<file path="src/rtl/reset_sequencer.sv">
// reset_sequencer: staged reset release after stable PLL lock, with soft reset and optional
// lock-loss abort (RESET_SEQUENCER_LOCK_MON_EN).
module reset_sequencer #(
  parameter int NUM_STAGES  = 4,
  parameter int LOCK_STABLE = 64,
  parameter int STAGE_GAP   = 16,
  parameter int CNT_W       = 8
) (
  input  logic                  clk,
  input  logic                  rst_n,
  input  logic                  pll_locked,
  input  logic                  soft_rst_req,
  output logic [NUM_STAGES-1:0] stage_rst_n,
  output logic                  seq_done,
  output logic [7:0]            lock_lost_cnt
);
  typedef enum logic [1:0] {WAIT_LOCK, STABLE, RELEASE, RUN} state_t;
  state_t r_state, w_state;
  logic r_sync1, r_lock_s;
  logic [CNT_W-1:0] r_cnt, w_cnt;
  logic [NUM_STAGES-1:0] r_stage, w_stage, w_shift;
  logic r_done, w_done;
  logic [7:0] r_lost, w_lost;
  logic w_abort;
  always_comb begin
    w_state = r_state;
    w_cnt = r_cnt;
    w_stage = r_stage;
    w_done = r_done;
    w_lost = r_lost;
    // released stages form a thermometer code, so the next release shifts in a one
    w_shift = NUM_STAGES'({r_stage, 1'b1});
    w_abort = soft_rst_req && r_state != WAIT_LOCK;
`ifdef RESET_SEQUENCER_LOCK_MON_EN
    if (!w_abort && !r_lock_s && (r_state == RELEASE || r_state == RUN)) begin
      w_abort = 1'b1;
      w_lost = r_lost + {7'd0, r_lost != 8'hff};
    end
`endif
    if (w_abort) begin
      w_state = WAIT_LOCK;
      w_cnt = '0;
      w_stage = '0;
      w_done = 1'b0;
    end else begin
      case (r_state)
        WAIT_LOCK: begin
          w_cnt = '0;
          w_stage = '0;
          w_done = 1'b0;
          w_state = r_lock_s ? STABLE : WAIT_LOCK;
        end
        STABLE: begin
          if (!r_lock_s) begin
            w_state = WAIT_LOCK;
            w_cnt = '0;
          end else if (r_cnt == CNT_W'(LOCK_STABLE - 1)) begin
            w_state = (NUM_STAGES == 1) ? RUN : RELEASE;
            w_stage = NUM_STAGES'(1);
            w_done = NUM_STAGES == 1;
            w_cnt = '0;
          end else begin
            w_cnt = r_cnt + 1'b1;
          end
        end
        RELEASE: begin
          if (r_cnt == CNT_W'(STAGE_GAP - 1)) begin
            w_stage = w_shift;
            w_cnt = '0;
            w_state = (&w_shift) ? RUN : RELEASE;
            w_done = &w_shift;
          end else begin
            w_cnt = r_cnt + 1'b1;
          end
        end
        RUN: w_done = 1'b1;
        default: w_state = WAIT_LOCK;
      endcase
    end
  end
  always_ff @(posedge clk or negedge rst_n) begin
    if (!rst_n) begin
      r_sync1 <= 1'b0;
      r_lock_s <= 1'b0;
      r_state <= WAIT_LOCK;
      r_cnt <= '0;
      r_stage <= '0;
      r_done <= 1'b0;
      r_lost <= '0;
    end else begin
      r_sync1 <= pll_locked;
      r_lock_s <= r_sync1;
      r_state <= w_state;
      r_cnt <= w_cnt;
      r_stage <= w_stage;
      r_done <= w_done;
      r_lost <= w_lost;
    end
  end
  assign stage_rst_n = r_stage;
  assign seq_done = r_done;
  assign lock_lost_cnt = r_lost;
endmodule

</file>
<file path="config.mk">
export PLATFORM = sky130hd
export DESIGN_NAME = reset_sequencer
export DESIGN_NICKNAME = d
export VERILOG_FILES = /design/src/rtl/reset_sequencer.sv
export SDC_FILE = /design/constraint.sdc
export NUM_CORES = 1
export LEC_CHECK = 0
export BUFFER_PORTS_ARGS = -buffer_cell sky130_fd_sc_hd__buf_2
export CORE_MARGIN = 10
export CORE_UTILIZATION = 49
export CTS_CLUSTER_SIZE = 20
export DETAILED_ROUTE_END_ITERATION = 12
export PLACE_DENSITY = 0.73
export SLEW_MARGIN = 5
export SYNTH_ARGS = -nofsm -noshare
export SYNTH_HDL_FRONTEND = slang
export SYNTH_SLANG_ARGS = --single-unit
</file>
<file path="constraint.sdc">
create_clock -name clk -period 1.6 [get_ports clk]
set_input_delay 0.32 -clock clk [delete_from_list [all_inputs] [get_ports clk]]
set_output_delay 0.32 -clock clk [all_outputs]
set_load 0.03 [all_outputs]
</file>
==> impl_metrics.json, run 1 <==
{
  "outcome": "finished, violations left",
  "violations": "setup timing",
  "fin_nets": 164,
  "routed_wl_mm": 2.860,
  "cts_tree": "done",
  "vdd_ir_drop_max_mv": 0.6499,
  "portBuffers": 8,
  "seq_area_frac_synth_pct": 39.04,
  "start_util_pct": 50.23,
  "placed_area_um2": 1308,
  "finish.instance_area_um2": 1486,
  "synth_flop_cell": "dfrtp_1",
  "timing.final.ws_setup_ns": -0.1487,
  "startpoint": "r_cnt[0]",
  "syn_area_um2": 1090,
  "cp_top_family": "simple AND/OR/NAND/NOR gates",
  "postSynthCellCount": 114,
  "die_height_um": 67.16,
  "holdWs_ns": 0.1332,
  "power.total_mw": 1.433,
  "synth-edff-count": 0,
  "grt_overflow": 0,
  "min_period_over_period_pct": 109.3,
  "cp.depth": 5,
  "ys_async_sr_fraction_pct": 100.0,
  "antenna_found_initial": 0,
  "ff2ff_path_depth": 5,
  "cp_cell_sequence": "ha_2, and4bb_4, a21oi_4, or3_4, a32o_1",
  "wire_per_inst_um": 15.71,
  "antenna_left": 0,
  "critPathLaunchType": "register",
  "grt_start_max_net_pins": 18,
  "ys_ff_latch": 17,
  "setup-violations-final": 11,
  "hold_path_depth": 1,
  "layout-drive-gt1-share_pct": 41.56,
  "insertedDiodeCount": 0,
  "hold_path.class": "input port to register",
  "clkSinkCount": 17,
  "cts-root-buf": "clkbuf_4",
  "dr.first_iter.drc_count": 15,
  "yosysWarnings": 0,
  "cap_violations": 0,
  "cp.arrival_ns": 1.95,
  "fmax_mhz": 571.9,
  "placeableCoreArea_um2": 2170,
  "syn_area_per_cell_um2": 9.560,
  "path_buf_inv": 0,
  "rsz0062_at_grt": "yes",
  "period_needed_ns": 1.749,
  "die_w_um": 67.16,
  "ys_types": 35,
  "grt_pass1_wl_mm": 4.278,
  "dpl.hpwl_mm": 2.010,
  "cp.required_ns": 1.80,
  "grt_pass1_vias": 967,
  "hold_start": "pll_locked",
  "cp_max_fo": 3,
  "grt_usage_pct": 12.31,
  "dr.pass1.iters": 4,
  "drcViolationCount": 0,
  "num_vias": 1012,
  "fp-row-count": 17,
  "crit_slowest_cell": "or3_4",
  "clkTransAtPathRegs_ns": 0.10,
  "path_class": "register to register",
  "worstReg2RegEnd": "stage_rst_n[1]",
  "crit_path_max_incr_delay_ns": 0.41,
  "clock_path_buffers": 2,
  "gp_congestion": 0.8090,
  "power_leakage_nw": 0.7256,
  "dieArea_um2": 4510,
  "cts_made_buffers": 3,
  "syn2layout_area_growth_pct": 36.40,
  "hold_viol": 0,
  "min_to": "r_sync1",
  "fin_util_pct": 68.51,
  "h-tree-depth": 1,
  "io_pins": 17,
  "end_kind": "register",
  "r2r_slack_ns": -0.15,
  "power_density_nw_per_um2": 964.3,
  "via_per_inst": 5.560,
  "clk_latency_ns": 0.30,
  "regToRegStartpoint": "r_cnt[0]",
  "fin_cells": 182,
  "slew_viol_final": 0,
  "placed_cells": 170,
  "fin_worst_skew_ns": 0.001272
}
## metrics by stage
step / TNS [ns] / worst slack (ns)
after CTS: -0.3639 / -0.09758
after global routing: -1.292 / -0.1775
final: -0.6228 / -0.1487
after detailed placement: -1.279 / -0.1646
after global placement: -0.5900 / -0.1011
after floorplan: -0.2136 / -0.07121
## cells in the final DEF, fill, tap and decap left out, drive strengths merged
cell,Yosys,layout
a211o,1,1
a21oi,2,2
a31oi,1,1
a32o,3,3
and2,3,3
and2b,1,1
and3,1,1
and4,1,1
and4bb,1,1
buf,9,40
clkbuf,3,4
conb,1,8
dfrtp,17,17
dlygate4sd3,0,1
ha,5,5
inv,7,7
mux2i,2,2
nand2,19,19
nand2b,1,1
nand3,7,7
nand3b,1,1
nor2,3,3
nor2b,1,1
nor3,2,2
nor3b,1,1
nor4,2,2
o2111ai,1,1
o211ai,2,2
o21a,1,1
o21ai,5,5
o221a,1,1
o221ai,5,5
o31a,2,2
or3,1,1
xnor2,1,1
## flip-flops by register name, summed over array words and instances, names as in the netlist
signal / cells
r_cnt: 8
r_state: 2
r_sync1: 1
stage_rst_n: 4
r_lock_s: 1
seq_done: 1
## cell families (layout without fill, tap and decap cells)
family                     Yosys count  count (layout)  share of synthesized area [%]
adders and majority gates            5               5                          5.741
muxes                                2               2                          1.837
buffers and inverters               19              52                          9.644
DFF                                 17              17                          39.04
xor gates and xnor gates             1               1                         0.8038
other                                1               8                         0.3441
AOI/OAI and AO/OA                   24              24                          18.94
and+or+nand+nor                     45              45                          23.65
## layer usage
metal / share of wire (%) / track usage [%] / up-vias
met2: 54 / 22.75 / 21
met1: 38 / 12.63 / 508
li1: - / - / 474
met5: 0 / 0 / -
met4: 3.6 / 6.923 / 0
met3: 3.7 / 2.479 / 9
## synthesized netlist by cell type, drive strengths merged (3+ instances only)
| cell type | instances | area (µm²) |
|---|---|---|
| a32o | 3 | 30.03 |
| and2 | 3 | 18.77 |
| buf | 9 | 67.56 |
| clkbuf | 3 | 11.26 |
| dfrtp | 17 | 425.4 |
| ha | 5 | 62.56 |
| inv | 7 | 26.28 |
| nand2 | 19 | 71.32 |
| nand3 | 7 | 35.03 |
| nor2 | 3 | 11.26 |
| o21ai | 5 | 25.02 |
| o221ai | 5 | 43.79 |
## area by class of cell
cell class | instances | area (µm²)
Fill cell | 179 | 683.2
Multi-Input combinational cell | 85 | 671.9
Sequential cell | 17 | 425.4
Timing Repair Buffer | 41 | 301.5
Tap cell | 28 | 35.03
Clock buffer | 4 | 26.28
Inverter | 7 | 26.28
## power by group
group | switching [mW] | total, mW | internal, mW
Combinational | 0.361 | 0.706 | 0.345
Sequential | 0.0285 | 0.486 | 0.458
Clock | 0.143 | 0.240 | 0.0975
Total | 0.533 | 1.43 | 0.900
## worst max-delay path by stage
stage	to	slack, ns
after floorplan	stage_rst_n[2]	-0.07
after global placement	stage_rst_n[1]	-0.10
after detailed placement	stage_rst_n[1]	-0.16
after CTS	stage_rst_n[1]	-0.1
after global routing	stage_rst_n[3]	-0.18
final	stage_rst_n[1]	-0.15
## repair_timing
action	in CTS	in global routing
resized for setup	4	15
endpoints found under the hold margin	17	0
hold buffers	1	0
buffers inserted	5	2
pin swaps	2	10
endpoints found under the setup margin	13	15
(Power assumes the default switching activity.)
==> run 2: changes to the inputs <==
--- a/config.mk
+++ b/config.mk
@@ -10,7 +10,8 @@
 export CORE_UTILIZATION = 49
 export CTS_CLUSTER_SIZE = 20
 export DETAILED_ROUTE_END_ITERATION = 12
-export PLACE_DENSITY = 0.73
+export PLACE_DENSITY = 0.83
+export SETUP_SLACK_MARGIN = 0.2
 export SLEW_MARGIN = 5
 export SYNTH_ARGS = -nofsm -noshare
 export SYNTH_HDL_FRONTEND = slang
==> run 2 against run 1 <==
The flow still finishes with violations (setup timing). Sequential power about the same. Die area unchanged. Register-to-register slack improved by 0.02 ns. Via count fell by 5.3%. Clock skew up 0.010 ns. Wire length up 1.7%. Core utilization is 2.7 points lower. Global-route usage is 1.1 points higher. Non-clock buffer count fell by 7. Clock power rose by 7%. Largest power group unchanged.
==> impl_metrics.json, run 2 (synthesis gave the netlist of run 1 again) <==
{
  "cp_max_fo": 4,
  "hold_viol": 0,
  "regMostFlops": "r_cnt",
  "path_class": "register to register",
  "slew_viol_final": 0,
  "power_density_nw_per_um2": 1007,
  "clkSinkCount": 17,
  "clk_latency_ns": 0.31,
  "final_cell_mix": "buf_4 (24), nand2_1 (19), dfrtp_1 (17)",
  "grt_usage_pct": 13.45,
  "power.total_mw": 1.438,
  "hold_path.class": "input port to register",
  "start_util_pct": 50.23,
  "fmax_mhz": 577.6,
  "cts-root-buf": "clkbuf_4",
  "outcome": "finished, violations left",
  "via_per_inst": 5.474,
  "cts_tree": "done",
  "fin_nets": 157,
  "violations": "setup timing",
  "largest_reg_flops": 8,
  "end_kind": "register",
  "grt_pass1_wl_mm": 4.733,
  "dr.first_iter.drc_count": 56,
  "setup-violations-final": 5,
  "antenna_found_initial": 0,
  "min_period_over_period_pct": 108.2,
  "dr.pass1.iters": 4,
  "rsz0062_at_grt": "yes",
  "die_w_um": 67.16,
  "drcViolationCount": 0,
  "power_leakage_nw": 0.6871,
  "fin_util_pct": 65.86,
  "cap_violations": 0,
  "dieArea_um2": 4510,
  "cts_made_buffers": 3,
  "portBuffers": 8,
  "routed_wl_mm": 2.908,
  "clock_path_buffers": 2,
  "cp.arrival_ns": 1.93,
  "clkTransAtPathRegs_ns": 0.12,
  "placeableCoreArea_um2": 2170,
  "antenna_left": 0,
  "gp_congestion": 0.9149,
  "die_height_um": 67.16,
  "insertedDiodeCount": 0,
  "io_pins": 17,
  "fp-row-count": 17,
  "placed_area_um2": 1305,
  "grt_overflow": 0,
  "finish.instance_area_um2": 1429,
  "wire_per_inst_um": 16.62,
  "period_needed_ns": 1.731,
  "syn2layout_area_growth_pct": 31.11,
  "mostFrequentLayoutCell": "buf_4",
  "dpl.hpwl_mm": 1.992,
  "timing.final.ws_setup_ns": -0.1314,
  "layout-drive-gt1-share_pct": 39.46,
  "grt_pass1_vias": 1061,
  "h-tree-depth": 1,
  "cp.required_ns": 1.80,
  "grt_start_max_net_pins": 18,
  "critPathLaunchType": "register",
  "num_vias": 958,
  "fin_worst_skew_ns": 0.01175,
  "vdd_ir_drop_max_mv": 0.5775
}
==> run 2: per-stage QoR <==
stage	setup TNS (ns)	instances	hold slack [ns]	setup slack, ns
after floorplan	-0.2136	121	0.02441	-0.07121
after global placement	-0.1116	168	0.2558	-0.03788
after detailed placement	-0.4018	168	0.2682	-0.1138
after CTS	-0.4309	175	0.1198	-0.1144
after global routing	-0.8326	175	0.1071	-0.1660
final	-0.5293	175	0.1008	-0.1314
==> run 2: worst paths after layout <==
| kind | startpoint | endpoint | slack [ns] | cells after the start |
|---|---|---|---|---|
| min reg2reg | r_sync1 | r_lock_s | 0.36 | 0 |
| max reg2reg | r_cnt[1] | stage_rst_n[0] | -0.13 | 6 |
| max in group asynchronous | rst_n | r_cnt[5] | 0.86 | 2 |
| max | r_cnt[1] | stage_rst_n[0] | -0.13 | 6 |
| min | pll_locked | r_sync1 | 0.10 | 1 |
| min in group asynchronous | rst_n | stage_rst_n[1] | 0.44 | 2 |
==> run 2: worst max-delay path, cell delays in order (launching register included) <==
cell and delay, ns:
dfrtp_1 0.38, ha_2 0.20, and4bb_4 0.30, a21oi_4 0.08
buf_4 0.15, o31a_1 0.26, o221a_2 0.25
==> run 2: area by class of cell <==
cell class,instances,area [µm²]
inverter,7,26.28
multi-input combinational,85,674.4
fill,181,740.7
timing repair buffer,34,241.5
sequential,17,425.4
tap,28,35.03
clock buffer,4,26.28
==> run 2: layer usage <==
layer	share of wire, %	wire (µm)	up-vias	track usage [%]
met5	0	0	-	0
met4	2.5	72	0	7.692
met3	5.3	154	9	4.298
met2	53	1551	24	23.46
met1	39	1130	466	13.94
li1	-	-	459	-
==> run 2: power by group <==
group          internal (mW)  total (mW)  switching (mW)
Combinational          0.318       0.692           0.373
Sequential             0.458       0.489          0.0314
Clock                 0.0975       0.257           0.160
Total                  0.874        1.44           0.565
==> run 2: timing repair <==
action                                 CTS  global route
setup buffers                            2             0
hold buffers                             1             0
pin swaps                                1             2
gates resized for setup                 11             7
endpoints found under the hold margin   17             0
setup endpoints to repair               15            15
